File: src/rtl/param_sync_queue_if.sv
// Producer/consumer handshake bundle for param_sync_queue.
// The queue side uses the slave modport; the environment drives through master.
interface param_sync_queue_if #(
    parameter int p_data_width  = 32,
    parameter int p_num_entries = 6
);
    localparam int c_count_width = $clog2(p_num_entries + 1);

    logic                     w_val;
    logic                     w_rdy;
    logic [p_data_width-1:0]  w_msg;
    logic                     r_val;
    logic                     r_rdy;
    logic [p_data_width-1:0]  r_msg;
    logic [c_count_width-1:0] count;
    logic                     almost_full;

    modport master (
        output w_val, w_msg, r_rdy,
        input  w_rdy, r_val, r_msg, count, almost_full
    );

    modport slave (
        input  w_val, w_msg, r_rdy,
        output w_rdy, r_val, r_msg, count, almost_full
    );
endinterface

File: src/rtl/param_sync_queue.sv
// Single-clock val/rdy queue of arbitrary depth with occupancy count,
// almost-full flag, synchronous flush and optional pipe/bypass behaviour.
module param_sync_queue #(
    parameter int p_data_width  = 32,
    parameter int p_num_entries = 6,
    parameter int p_almost_full = 4,
    parameter int p_pipe        = 0,
    parameter int p_bypass      = 0
) (
    input  logic               clk,
    input  logic               reset,
    input  logic               clear,
    param_sync_queue_if.slave  q
);
    localparam int c_ptr_width   = (p_num_entries > 1) ? $clog2(p_num_entries) : 1;
    localparam int c_count_width = $clog2(p_num_entries + 1);

    typedef logic [c_ptr_width-1:0]   ptr_t;
    typedef logic [c_count_width-1:0] cnt_t;

    localparam ptr_t c_last     = ptr_t'(p_num_entries - 1);
    localparam ptr_t c_ptr_one  = ptr_t'(1);
    localparam cnt_t c_full     = cnt_t'(p_num_entries);
    localparam cnt_t c_af_level = cnt_t'(p_almost_full);
    localparam cnt_t c_cnt_one  = cnt_t'(1);

    logic [p_data_width-1:0] mem_q [p_num_entries];

    ptr_t w_ptr_q, w_ptr_d;
    ptr_t r_ptr_q, r_ptr_d;
    cnt_t count_q, count_d;
    logic almost_full_q, almost_full_d;

    logic                    flush;
    logic                    full;
    logic                    empty;
    logic                    w_rdy;
    logic                    r_val;
    logic [p_data_width-1:0] r_msg;
    logic                    w_go;
    logic                    r_go;
    logic                    bypass_fire;
    logic                    mem_we;

    // Handshake outputs; flush forces both sides idle irrespective of mode.
    always_comb begin
        flush = !reset || clear;
        full  = (count_q == c_full);
        empty = (count_q == '0);
        w_rdy = 1'b0;
        r_val = 1'b0;
        if (!flush) begin
            w_rdy = !full  || ((p_pipe   != 0) && q.r_rdy);
            r_val = !empty || ((p_bypass != 0) && q.w_val);
        end
        r_msg       = ((p_bypass != 0) && empty) ? q.w_msg : mem_q[r_ptr_q];
        w_go        = q.w_val && w_rdy;
        r_go        = r_val && q.r_rdy;
        bypass_fire = (p_bypass != 0) && empty && w_go && r_go;
        mem_we      = w_go && !bypass_fire;
    end

    // Pointer, occupancy and flag next-state. A bypass firing leaves storage untouched.
    always_comb begin
        w_ptr_d = w_ptr_q;
        r_ptr_d = r_ptr_q;
        count_d = count_q;
        if (flush) begin
            w_ptr_d = '0;
            r_ptr_d = '0;
            count_d = '0;
        end else begin
            if (mem_we) begin
                w_ptr_d = (w_ptr_q == c_last) ? '0 : w_ptr_q + c_ptr_one;
            end
            if (r_go && !bypass_fire) begin
                r_ptr_d = (r_ptr_q == c_last) ? '0 : r_ptr_q + c_ptr_one;
            end
            if (w_go && !r_go) begin
                count_d = count_q + c_cnt_one;
            end else if (r_go && !w_go) begin
                count_d = count_q - c_cnt_one;
            end
        end
        almost_full_d = (count_d >= c_af_level);
    end

    always_ff @(posedge clk) begin
        if (!reset) begin
            w_ptr_q       <= '0;
            r_ptr_q       <= '0;
            count_q       <= '0;
            almost_full_q <= 1'b0;
        end else begin
            w_ptr_q       <= w_ptr_d;
            r_ptr_q       <= r_ptr_d;
            count_q       <= count_d;
            almost_full_q <= almost_full_d;
        end
    end

    // Storage is deliberately not reset; each entry loads only when addressed.
    for (genvar gi = 0; gi < p_num_entries; gi++) begin : g_mem
        always_ff @(posedge clk) begin
            if (mem_we && (w_ptr_q == ptr_t'(gi))) begin
                mem_q[gi] <= q.w_msg;
            end
        end
    end

    assign q.w_rdy       = w_rdy;
    assign q.r_val       = r_val;
    assign q.r_msg       = r_msg;
    assign q.count       = count_q;
    assign q.almost_full = almost_full_q;

    a_count_bound: assert property (@(posedge clk) disable iff (!reset)
        count_q <= c_full);
    a_ptr_w_bound: assert property (@(posedge clk) disable iff (!reset)
        w_ptr_q <= c_last);
    a_ptr_r_bound: assert property (@(posedge clk) disable iff (!reset)
        r_ptr_q <= c_last);
endmodule

File: src/flat_wrapper.sv
// flat-port wrapper written by rule: the top's interface ports become plain ports
module param_sync_queue_flat 
#(
    parameter int p_data_width  = 32,
    parameter int p_num_entries = 6,
    parameter int p_almost_full = 4,
    parameter int p_pipe        = 0,
    parameter int p_bypass      = 0
)
  (clk, reset, clear, q_w_val, q_w_msg, q_r_rdy, q_w_rdy, q_r_val, q_r_msg, q_count, q_almost_full);
  param_sync_queue_if #(.p_data_width(p_data_width), .p_num_entries(p_num_entries)) q_i ();
  input  logic clk;
  input  logic reset;
  input  logic clear;
  input wire logic [$bits(q_i.w_val)-1:0] q_w_val;
  input wire logic [$bits(q_i.w_msg)-1:0] q_w_msg;
  input wire logic [$bits(q_i.r_rdy)-1:0] q_r_rdy;
  output wire logic [$bits(q_i.w_rdy)-1:0] q_w_rdy;
  output wire logic [$bits(q_i.r_val)-1:0] q_r_val;
  output wire logic [$bits(q_i.r_msg)-1:0] q_r_msg;
  output wire logic [$bits(q_i.count)-1:0] q_count;
  output wire logic [$bits(q_i.almost_full)-1:0] q_almost_full;
  assign q_i.w_val = q_w_val;
  assign q_i.w_msg = q_w_msg;
  assign q_i.r_rdy = q_r_rdy;
  assign q_w_rdy = q_i.w_rdy;
  assign q_r_val = q_i.r_val;
  assign q_r_msg = q_i.r_msg;
  assign q_count = q_i.count;
  assign q_almost_full = q_i.almost_full;
  param_sync_queue #(.p_data_width(p_data_width), .p_num_entries(p_num_entries), .p_almost_full(p_almost_full), .p_pipe(p_pipe), .p_bypass(p_bypass)) u_core (.clk(clk), .reset(reset), .clear(clear), .q(q_i));
endmodule
File: config.mk
export PLATFORM = sky130hd
export DESIGN_NAME = param_sync_queue_flat
export DESIGN_NICKNAME = d
export VERILOG_FILES = /design/src/rtl/param_sync_queue_if.sv /design/src/rtl/param_sync_queue.sv /design/src/flat_wrapper.sv
export SDC_FILE = /design/constraint.sdc
export NUM_CORES = 1
export LEC_CHECK = 0
export CAP_MARGIN = 20
export CORE_AREA = 4 4 141 143
export DETAILED_ROUTE_END_ITERATION = 7
export DIE_AREA = 0 0 145 147
export PLACE_DENSITY = 0.58
export SYNTH_ARGS = -nofsm -noshare
export SYNTH_HDL_FRONTEND = slang
export SYNTH_SLANG_ARGS = --single-unit
File: constraint.sdc
create_clock -name clk -period 7.16 [get_ports clk]
set_input_delay 1.432 -clock clk [delete_from_list [all_inputs] [get_ports clk]]
set_output_delay 1.432 -clock clk [all_outputs]
set_load 0.02 [all_outputs]
==> results by group <==
Floorplanning
  – Die ar.: 0.0213 sq mm
  – Die Ht: 147 microns
  – IO Pins: 75
  – Initial Util: around 42%
  – Core area: ~0.019 sq mm
  – Die W: 145 microns
  – Cell Rows: 50

GRT
  – First-pass GRT wire length: 23200 microns
  – Antenna violations before repair: 0
  – Overflow after GRT: 0
  – Vias in the first global route: 4207
  – Largest net degree at the start of global routing: 39
  – GR Util All Layers: 13.8%

Outcome
  – Status: completed

Setup path
  – CP Max Fanout: 38
  – Worst path arrival time: between 3000 and 4000 ps
  – Crit-path slowest cell: dfxtp_4
  – WP buf/inv: 2
  – Top delay family on crit path: buffers and inverters
  – CP startpoint kind: flip-flop
  – Worst r2r src: u_core.q.count[0]$_SDFF_PN0_
  – Crit path cell chain: buf_4 > mux4_2 > nor2_1 > a21oi_1 > clkdlybuf4s50_1
  – CP Capture Type: primary output
  – Max stage delay on crit path: 830 ps
  – Setup CP Type: flip-flop to primary output
  – Worst Path Required: 5730 ps

Synth
  – Mapped Nets: 451
  – Post-Synth Adder-Cell Area: 0.798%
  – Post-synthesis compound-gate area fraction: 3.26%
  – Dominant synthesized flop cell: edfxtp_1
  – Number of enable flip-flop cells after synthesis: 192
  – Avg Inst Size Synth: 19.2 sq um
  – Count of cell types in the netlist: 36
  – Area leader, netlist: edfxtp_1
  – Most frequent cell after synthesis: edfxtp_1
  – Gate Count Post-Synth: 409
  – Synth Area in XOR/XNOR: less than 1%
  – Post-synth top area share: between 70% and 80%
  – Synth async-reset ratio: 0%
  – Post-Synthesis Cell Area: 0.00784 sq mm
  – Register bit count reported by yosys: 204
  – Synth top cells by count: 192 x edfxtp_1, 36 x a21oi_1, 36 x nor2_1
  – Synth warn: 0
  – Top cells by area, synth: edfxtp_1 74%, mux4_2 9.2%, mux2i_1 4.3%
  – Post-synthesis sequential area ratio: ~77%
  – Post-synthesis mux area share: between 10 and 15%
  – Post-Synth Simple-Gate Area: 3.50%
  – Largest family of logic cells by synthesized area: multiplexers

Final layout
  – Fraction of layout cells with a size suffix above 1: ~15%
  – Layout area overhead: 20.3%
  – Register area: 0.00601 sq mm
  – Post-route cell area: 0.00943 sq mm
  – ANT cells: 0
  – Final nets: 533
  – Fill cell count: 1521
  – Area of the multi-input gates: 0.00170 sq mm

Route
  – Vias: between 3000 and 4000
  – Initial DRC Count: 220
  – Routed length per instance: 19.7 microns
  – TritonRoute pass-1 iters: 4
  – Drt total wl: about 14000 microns
  – DRC: 0
  – Vias/cell: between 5 and 6
  – Final ANT Viol Nets: 0

Clocking
  – CTS Sinks: between 200 and 250
  – CTS tree: done
  – CTS clock-pin slew for the worst setup and hold paths: 60 ps
  – H-tree depth: 1
  – Setup Fix Bufs, Post-CTS: 0
  – Worst-skew pair later-pin latency: 490 ps
  – Cts hold-fix bufs: 0
  – Post-CTS sizing: 0
  – Clock root cell: clkbuf_16
  – Clk buf depth: 3
  – CTS Buf Count: 20

Timing
  – Setup TNS: 0 ps
  – Peak Freq: 214 MHz
  – Setup Skew: 11.4 ps
  – Final Hold Vio Count: 0
  – Endpoints failing setup: 0
  – Slew Viols, Final: 0
  – RSZ-0062 raised after global routing: no
  – Relative slew margins: 38.5%
  – Fin crit share: 65.4%
  – Slew at the pin with the worst max-slew slack: about 920 ps
  – Min Clock Period, post-route: 4680 ps

Power
  – Power per cell area: 251 mW/mm^2
  – Worst IR Drop VDD: 0.134 mV
  – Leak pwr: 2.92 nW
  – Power Total: 2.37 mW

Placement
  – Detail Placement HPWL: 8110 microns
  – Post-DP Area: 0.00883 sq mm
  – Placer's final routability congestion estimate: 0.696
  – Port bufs: 74

Hold path
  – HP Start: u_core.r_ptr_q[2]$_SDFFE_PP0N_
  – HP Class: flip-flop to flip-flop

Flow run
  – Max Cap Viol: 0
==> stage by stage <==
| step | utilization [%] | hold slack (ps) | cells | setup slack (ps) |
|---|---|---|---|---|
| finish | 50.8 | 495 | 737 | 2480 |
| detailed placement | 47.5 | 485 | 703 | 2660 |
| floorplan | - | 454 | 409 | 1310 |
| global placement | 47.5 | 465 | 703 | 2710 |
| CTS | 50.8 | 494 | 737 | 2350 |
| global route | 50.8 | 527 | 737 | 2210 |
==> state kept, by name (all words and copies together), names as in the netlist, named ones only <==
register              count
u_core.mem_q            192
u_core.r_ptr_q            3
u_core.w_ptr_q            3
u_core.q.count            2
u_core.q.almost_full      1
==> routing by layer <==
metal  wire length (microns)  GRT usage [%]  vias up
li1                        -              -     1779
met1                    6180           17.5     1990
met2                    7520           24.3       64
met3                     621           2.96       13
met4                     165           3.56        0
met5                       0              0        -
==> cell type report <==
type                            count  share of cell area, %
Clock inverter                      8                  0.624
Sequential cell                   204                   63.7
Tap cell                          234                   3.10
Inverter                            7                  0.279
Clock buffer                       26                   5.77
Multi-Input combinational cell    177                   18.1
Timing Repair Buffer               81                   8.41
==> worst register-to-register path, stage by stage (launching register included) <==
cell	delay, ps
dfxtp_1	390
inv_1	100
ha_1	220
nand2_2	120
nand3_1	350
or4_1	590
inv_2	650
==> where the power goes <==
group	internal [mW]	switching, mW	total [mW]	leakage [nW]
registers	1.31	0.00377	1.31	1.83
logic	0.0424	0.0435	0.0860	0.795
clock network	0.568	0.403	0.971	0.294
==> worst paths after layout <==
path                                                       to  cells past startpoint  slack [ps]
worst max register to register  u_core.mem_q[1][17]$_DFFE_PP_                      6        4340
worst min register to register                      flip-flop                      2         490
worst max-delay path                              q_r_msg[30]                      5        2480
worst min-delay path                                flip-flop                      2         490
==> placed cells by master (no fill, tap or decap), types with 3 or more instances in the layout <==
master,n
clkbuf_1,5
ha_1,5
buf_4,7
clkbuf_16,21
nand2_1,5
a21oi_1,36
clkdlybuf4s50_1,74
edfxtp_1,192
dfxtp_1,9
inv_1,6
nand2b_1,3
clkinv_1,5
nor2_1,36
mux4_2,32
mux2i_1,34
==> kinds of logic (layout without fill, tap and decap cells) <==
| group | after synthesis | count (layout) |
|---|---|---|
| DFF | 204 | 204 |
| and+or+nand+nor | 60 | 60 |
| adders and majority gates | 5 | 5 |
| muxes | 66 | 66 |
| buffers and inverters | 28 | 122 |
| AOI/OAI and AO/OA | 43 | 43 |
| xor gates and xnor gates | 3 | 3 |
Note: power is estimated with default switching activity, not from simulation.
